### src/rtl/mac_operand_feeder_if.sv
// Bundle of the feeder's control, operand-FIFO and MAC-side signals.
// master = the feeder, slave = the surrounding datapath (FIFOs, MAC, controller).
interface mac_operand_feeder_if #(
  parameter int DATA_WIDTH = 8,
  parameter int LEN_WIDTH  = 8
);
  logic                    start;
  logic [LEN_WIDTH-1:0]    len;
  logic                    busy;
  logic                    done;
  logic [3*DATA_WIDTH-1:0] result;
  logic                    a_empty;
  logic [DATA_WIDTH-1:0]   a_rdata;
  logic                    a_rden;
  logic                    b_empty;
  logic [DATA_WIDTH-1:0]   b_rdata;
  logic                    b_rden;
  logic                    mac_en;
  logic                    mac_clr;
  logic [DATA_WIDTH-1:0]   mac_a;
  logic [DATA_WIDTH-1:0]   mac_b;
  logic [3*DATA_WIDTH-1:0] mac_cout;

  modport master (
    input  start, len, a_empty, a_rdata, b_empty, b_rdata, mac_cout,
    output busy, done, result, a_rden, b_rden, mac_en, mac_clr, mac_a, mac_b
  );

  modport slave (
    output start, len, a_empty, a_rdata, b_empty, b_rdata, mac_cout,
    input  busy, done, result, a_rden, b_rden, mac_en, mac_clr, mac_a, mac_b
  );
endinterface

### src/rtl/mac_operand_feeder.sv
// Clears the MAC, streams len A/B pairs from two show-ahead FIFOs into it,
// then captures the accumulated Cout as the dot-product result.
module mac_operand_feeder #(
  parameter int DATA_WIDTH = 8,
  parameter int LEN_WIDTH  = 8
) (
  input logic                  clk,
  input logic                  rst_n,
  mac_operand_feeder_if.master bus
);

  typedef enum logic [2:0] {IDLE, CLEAR, FEED, DRAIN, CAPTURE} state_e;

  state_e                  state_q, state_d;
  logic [LEN_WIDTH-1:0]    rem_q, rem_d;
  logic                    busy_q, busy_d;
  logic                    done_q, done_d;
  logic                    en_q, en_d;
  logic                    clr_q, clr_d;
  logic [DATA_WIDTH-1:0]   a_q, a_d;
  logic [DATA_WIDTH-1:0]   b_q, b_d;
  logic [3*DATA_WIDTH-1:0] res_q, res_d;
  logic                    pop;

  always_ff @(posedge clk or negedge rst_n) begin
    if (!rst_n) begin
      state_q <= IDLE;
      rem_q   <= '0;
      busy_q  <= 1'b0;
      done_q  <= 1'b0;
      en_q    <= 1'b0;
      clr_q   <= 1'b0;
      a_q     <= '0;
      b_q     <= '0;
      res_q   <= '0;
    end else begin
      state_q <= state_d;
      rem_q   <= rem_d;
      busy_q  <= busy_d;
      done_q  <= done_d;
      en_q    <= en_d;
      clr_q   <= clr_d;
      a_q     <= a_d;
      b_q     <= b_d;
      res_q   <= res_d;
    end
  end

  // Registered MAC controls are computed one state ahead, so each strobe
  // lands in the cycle the state diagram associates with it.
  always_comb begin
    state_d = state_q;
    rem_d   = rem_q;
    busy_d  = busy_q;
    done_d  = 1'b0;
    en_d    = 1'b0;
    clr_d   = 1'b0;
    a_d     = a_q;
    b_d     = b_q;
    res_d   = res_q;
    pop     = 1'b0;
    case (state_q)
      IDLE: begin
        if (bus.start) begin
          if (bus.len != '0) begin
            rem_d   = bus.len;
            busy_d  = 1'b1;
            clr_d   = 1'b1;
            state_d = CLEAR;
          end else begin
            done_d = 1'b1;
            res_d  = '0;
          end
        end
      end
      CLEAR: state_d = FEED;
      FEED: begin
        // Pop only when both heads are valid so A and B never drift apart.
        pop = !bus.a_empty && !bus.b_empty;
        if (pop) begin
          en_d  = 1'b1;
          a_d   = bus.a_rdata;
          b_d   = bus.b_rdata;
          rem_d = rem_q - LEN_WIDTH'(1);
          if (rem_q == LEN_WIDTH'(1)) state_d = DRAIN;
        end
      end
      DRAIN: state_d = CAPTURE;
      CAPTURE: begin
        res_d   = bus.mac_cout;
        done_d  = 1'b1;
        busy_d  = 1'b0;
        state_d = IDLE;
      end
      default: state_d = IDLE;
    endcase
  end

  assign bus.a_rden  = pop;
  assign bus.b_rden  = pop;
  assign bus.busy    = busy_q;
  assign bus.done    = done_q;
  assign bus.result  = res_q;
  assign bus.mac_en  = en_q;
  assign bus.mac_clr = clr_q;
  assign bus.mac_a   = a_q;
  assign bus.mac_b   = b_q;

endmodule

### src/flat_wrapper.sv
// flat-port wrapper written by rule: the top's interface ports become plain ports
module mac_operand_feeder_flat 
#(
  parameter int DATA_WIDTH = 8,
  parameter int LEN_WIDTH  = 8
)
  (clk, rst_n, bus_start, bus_len, bus_a_empty, bus_a_rdata, bus_b_empty, bus_b_rdata, bus_mac_cout, bus_busy, bus_done, bus_result, bus_a_rden, bus_b_rden, bus_mac_en, bus_mac_clr, bus_mac_a, bus_mac_b);
  mac_operand_feeder_if #(.DATA_WIDTH(DATA_WIDTH), .LEN_WIDTH(LEN_WIDTH)) bus_i ();
  input logic clk;
  input logic rst_n;
  input wire logic [$bits(bus_i.start)-1:0] bus_start;
  input wire logic [$bits(bus_i.len)-1:0] bus_len;
  input wire logic [$bits(bus_i.a_empty)-1:0] bus_a_empty;
  input wire logic [$bits(bus_i.a_rdata)-1:0] bus_a_rdata;
  input wire logic [$bits(bus_i.b_empty)-1:0] bus_b_empty;
  input wire logic [$bits(bus_i.b_rdata)-1:0] bus_b_rdata;
  input wire logic [$bits(bus_i.mac_cout)-1:0] bus_mac_cout;
  output wire logic [$bits(bus_i.busy)-1:0] bus_busy;
  output wire logic [$bits(bus_i.done)-1:0] bus_done;
  output wire logic [$bits(bus_i.result)-1:0] bus_result;
  output wire logic [$bits(bus_i.a_rden)-1:0] bus_a_rden;
  output wire logic [$bits(bus_i.b_rden)-1:0] bus_b_rden;
  output wire logic [$bits(bus_i.mac_en)-1:0] bus_mac_en;
  output wire logic [$bits(bus_i.mac_clr)-1:0] bus_mac_clr;
  output wire logic [$bits(bus_i.mac_a)-1:0] bus_mac_a;
  output wire logic [$bits(bus_i.mac_b)-1:0] bus_mac_b;
  assign bus_i.start = bus_start;
  assign bus_i.len = bus_len;
  assign bus_i.a_empty = bus_a_empty;
  assign bus_i.a_rdata = bus_a_rdata;
  assign bus_i.b_empty = bus_b_empty;
  assign bus_i.b_rdata = bus_b_rdata;
  assign bus_i.mac_cout = bus_mac_cout;
  assign bus_busy = bus_i.busy;
  assign bus_done = bus_i.done;
  assign bus_result = bus_i.result;
  assign bus_a_rden = bus_i.a_rden;
  assign bus_b_rden = bus_i.b_rden;
  assign bus_mac_en = bus_i.mac_en;
  assign bus_mac_clr = bus_i.mac_clr;
  assign bus_mac_a = bus_i.mac_a;
  assign bus_mac_b = bus_i.mac_b;
  mac_operand_feeder #(.DATA_WIDTH(DATA_WIDTH), .LEN_WIDTH(LEN_WIDTH)) u_core (.clk(clk), .rst_n(rst_n), .bus(bus_i));
endmodule
### config.mk
export PLATFORM = sky130hd
export DESIGN_NAME = mac_operand_feeder_flat
export DESIGN_NICKNAME = d
export VERILOG_FILES = /design/src/rtl/mac_operand_feeder_if.sv /design/src/rtl/mac_operand_feeder.sv /design/src/flat_wrapper.sv
export SDC_FILE = /design/constraint.sdc
export NUM_CORES = 1
export LEC_CHECK = 0
export ABC_AREA = 1
export BUFFER_PORTS_ARGS = -buffer_cell sky130_fd_sc_hd__buf_2
export CAP_MARGIN = 20
export CORE_UTILIZATION = 40
export CTS_CLUSTER_DIAMETER = 150
export DETAILED_ROUTE_END_ITERATION = 6
export PLACE_DENSITY_LB_ADDON = 0.12
export SLEW_MARGIN = 15
export SYNTH_ARGS = -nofsm -noshare
export SYNTH_HDL_FRONTEND = slang
export SYNTH_SLANG_ARGS = --single-unit
### constraint.sdc
create_clock -name clk -period 4.5 [get_ports clk]
set_clock_uncertainty 0.2 [all_clocks]
set_input_delay 0 -clock clk [delete_from_list [all_inputs] [get_ports clk]]
set_output_delay 0 -clock clk [all_outputs]
set_load 0.01 [all_outputs]
* After elaboration in Yosys (flattened, before gate mapping)
Index checks and enable logic that the tools add are counted.
** Cells by class
- $add $sub $neg :: 1
- Equality and inequality tests :: 10
- Mux-type cells :: 24
- Reduce and logical (&&, ||, !) cells :: 12
** Operators with widths (count)
- $mux 24 :: 2
- $pmux 24 s2 :: 1
- $mux 8 :: 3
- $pmux 8 s2 :: 1
- $mux 3 :: 4
- $pmux 3 s4 :: 1
- $mux 1 :: 10
- $eq 8x1->1 const B :: 1
- $reduce_and 4->1 :: 2
- $reduce_bool 8->1 :: 1
- $sub 8x1->8 const B :: 1
- $eq 3x2->1 const B :: 2
- $ne 2x1->1 const B :: 3
- $reduce_and 3->1 :: 2
- $ne 2x2->1 const B :: 2
- $pmux 1 s2 :: 2
- $reduce_bool 2->1 :: 2
- $eq 3x1->1 const B :: 1
- $eq 3x3->1 const B :: 1
- $logic_not 3->1 :: 1
- $logic_not 1->1 :: 2
- $reduce_and 2->1 :: 1
- $logic_and 1x1->1 :: 1
** Word-level totals
- Flip-flop bits (word level) :: 55
- Input port bits :: 53
- Logic and storage cells :: 56

* Longest topological paths before layout
- Depth in word-level cells :: 4
- Mapped depth :: 9
- Depth with buffers taken out :: 9

* Least setup slack after synthesis
OpenSTA, ideal clock, no wires.
- Kind :: register to register
- Start :: register u_core.state_q[2]
- End :: register u_core.a_q[0], in the netlist u_core.bus.mac_a[0]
- Setup time :: 0.116 ns
- Data arrival time :: 1.165 ns
- Data required time :: 4.184 ns
- Slack :: 3.019 ns
- Cell stages (with the launch flop) :: 9
- Path buffers :: 2
- Clock period less this slack :: 1.481 ns
- Cells stage by stage :: dfrtp_1 inv_2 nand2_4 nor2_8 nand2_4 buf_6 buf_8 nand2_1 nand2_1
** Between the ends
- Longest elaborated chain between the ends :: 2
** Ends and longest elaborated chain
- start: declaration :: line mac_operand_feeder.sv:14 : state_e state_q, state_d;
- start signal: assignment :: line mac_operand_feeder.sv:37 : state_q <= state_d;
- $eq 3x2->1 :: line mac_operand_feeder.sv:62 : case (state_q)
- $reduce_and 2->1 (no line)
- end signal: assignment :: line mac_operand_feeder.sv:33 : a_q <= '0;
- end signal: assignment :: line mac_operand_feeder.sv:43 : a_q <= a_d;
- end: declaration :: line mac_operand_feeder.sv:20 : logic [DATA_WIDTH-1:0] a_q, a_d;
No other way between the ends.
A chain may end at the register's enable or synchronous reset.

* Worst setup path in the final report
- Start :: register u_core.state_q[2]
- End :: register u_core.rem_q[5]
** Between the ends
- Longest elaborated chain between the ends :: 3
** Ends and longest elaborated chain
- $eq 3x2->1 / $logic_not 3->1 (equally long branches) :: line mac_operand_feeder.sv:62
- $ne 2x1->1 (no line), or another cell as far along
- $reduce_and 4->1 (no line)
- end signal: assignment :: line mac_operand_feeder.sv:38 : rem_q <= rem_d;
- end: declaration :: line mac_operand_feeder.sv:15 : logic [LEN_WIDTH-1:0] rem_q, rem_d;
Parallel ways exist; a longest one is shown, timed or not.

==> results.cfg <==
[yosys]
synth_area_leaders = dfrtp_1, nand2_1, nand3_1, nor2_1, inv_1
yosysTopAreaCellShare = 0.544
synth_top_area_cell = dfrtp_1
synthCells = 304
syn_nets = 359
ys_types = 20
syn_area_per_cell_um2 = 8.32
yosysWarnings = 0
ys_seq_area_frac = 0.544
ys_ff_latch = 55
syn_area_mm2 = 0.00253

[detailed_routing]
ant_nets = 0
routed_wl_um = 6360
firstDrtPassIters = 5
highest_layer = met4
wl_met3_um = 268
wl_met1_um = 2800
drt_iter0_markers = 113
wire_per_inst_um = 12.0
vias = 2446
via_per_inst = 4.62
drc_errors = 0
dr_wl_met2_um = 3230

[setup_path]
cp.required_ns = 4.55
worst_path_max_delay_cell = dlygate4sd3_1
worst_path_most_repeated_cell = nand2_4
worst-path-buf-inv = 2
r2r_cells = 8
crit_type = reg -> reg
cp_top_family = simple AND/OR/NAND/NOR gates
worstPathArrival_ns = 2.21
path_depth = 8
worst_r2r_endpoint = u_core.rem_q[5]
max_stage_delay_ns = 0.54
path_cells = inv_2, nand2_4, nor2_8, nand2_4, nand2_4, nand2_1, nand2_1, dlygate4sd3_1
r2r_start = u_core.state_q[2]
worstPathMaxFanout = 21
reg2reg_slack_ns = 2.34
crit_path_start_kind = flop
crit_path_end_kind = flop

[floorplan]
die_height_um = 81.5
io_pins = 99
coreArea_mm2 = 0.00603
start_util = 0.420
die_width_um = 81.5
rows = 28
dieArea_mm2 = 0.00664

[clocking]
clockBufferDepth = 2
clkSlewWorstSetupHoldPaths_ns = 0.10
cts_inserted_buffers = 5
clock-sinks = 55
cts_tree = done
cts_resized = 0
clk-insertion-delay-late_ns = 0.31
cts_root_buffer = clkbuf_8
htreeDepth = 2
cts_setup_buffers = 0

[sta]
setup_violations = 0
setup_ws_ns = 2.34
tightest_slew_ns = 0.695
rsz0062_at_grt = false
fin_setup_tns_ns = 0
slew_headroom = 0.537
min_period_ns = 2.16
final-max-slew-violation-count = 0
holdWs_ns = 0.00986
hold_violations = 0
fin_crit_sh = 0.481
fmax_mhz = 462

[global_routing]
grt_antenna_before_repair = 0
grt_max_degree = 56
grt.total_usage = 0.198
grt_pass1_wl_um = 10100
grt_pass1_vias = 2302
overflow = 0

[min_path]
hold_end = u_core.bus.mac_b[2]
hold_start = bus_b_empty
worstHoldPathCells = 5
hp-class = in -> reg

[final_layout]
final_cell_mix = nand2_1, buf_2, dlygate4sd3_1
regArea_mm2 = 0.00138
multi_input_area_um2 = 983
n_antenna_cell = 0
layout_commonest_cell = nand2_1
syn_to_final_growth_pct = 46.5
fin_nets = 509
post_route_cells_drive_above_1_share = 0.270
fill_cells = 575

[placed_design]
hpwlAfterDp_um = 4000
portBuffers = 98
place_congestion = 0.797
pre_cts_ws_ns = 2.53

[pwr]
cellPowerDensity_mw_per_mm2 = 574
total_leakage_power_uw = 0.00209
ir_drop_uv = 267

[flow_run]
cap_viol_max_count = 0

[status]
status = complete, no violations
[flip-flops by register name (all words and copies together) (netlist names)]
signal	flops
u_core.bus.mac_a	8
u_core.bus.busy	1
u_core.bus.mac_clr	1
u_core.bus.done	1
u_core.bus.mac_b	8
u_core.state_q	3
u_core.bus.mac_en	1
u_core.bus.result	24
u_core.rem_q	8
[repair_timing]
action | 4_1_cts | 5_1_grt
hold endpoints to repair | 106 | 0
endpoints found under the setup margin | 0 | 0
hold buffers | 56 | 0
[kinds of logic after synthesis]
group	Yosys count	synth area share
flops	55	0.544
buf+inv	31	0.0668
simple gates	205	0.356
fa+ha+maj	2	0.00989
compound gates	11	0.0233
[layout make-up]
cell class | instances | share of cell area
clock inverters | 2 | 0.0105
well taps | 75 | 0.0253
inverters | 19 | 0.0193
repair buffers | 155 | 0.286
flip-flops and latches | 55 | 0.371
multi-input cells | 218 | 0.265
clock buffers | 6 | 0.0223
[stage by stage]
stage | power, uW | instances | area [um2] | utilization
6_report | 2130 | 530 | 3700 | 0.615
5_1_grt | 2310 | 530 | 3700 | 0.615
3_3_place_gp | 1700 | 466 | 3020 | 0.502
2_1_floorplan | 1430 | 304 | 2530 | -
3_5_place_dp | 1720 | 466 | 3020 | 0.502
4_1_cts | 2140 | 530 | 3700 | 0.615
[metal layers]
metal / track usage / vias up
li1: - / 1249
met2: 0.351 / 55
met1: 0.239 / 1135
met5: 0 / -
met4: 0.0536 / 0
met3: 0.0456 / 7
[cell usage after synthesis, drive strengths merged]
master	number
ha	2
buf	12
nand4	3
nor2	18
nor3	1
inv	19
dfrtp	55
nand3	40
nand2	143
o21ai	11
[power breakdown]
group          leakage (uW)  internal, uW  total, uW  switching (uW)
Clock             0.0000618           183        349             165
Sequential         0.000696           709        836             127
Combinational       0.00133           388        942             554
[worst reg2reg max path: cells and delay by family, from the launching register on]
kind	cells	cell delay, ns
DFF	1	0.44
and+or+nand+nor	6	0.79
buffers and inverters	2	0.68
[worst max path at each step]
| stage | from | to | slack, ns |
|---|---|---|---|
| after CTS | u_core.state_q[2] | u_core.rem_q[6] | 2.34 |
| after global routing | u_core.rem_q[0] | u_core.rem_q[6] | 2.23 |
| after detailed placement | u_core.state_q[1] | u_core.bus.result[16] | 2.53 |
| after floorplan | u_core.state_q[2] | u_core.bus.mac_a[0] | 3.02 |
| final | u_core.state_q[2] | u_core.rem_q[5] | 2.34 |
| after global placement | u_core.state_q[1] | u_core.bus.result[11] | 2.58 |
No activity file was read; power rests on OpenSTA's default activity.
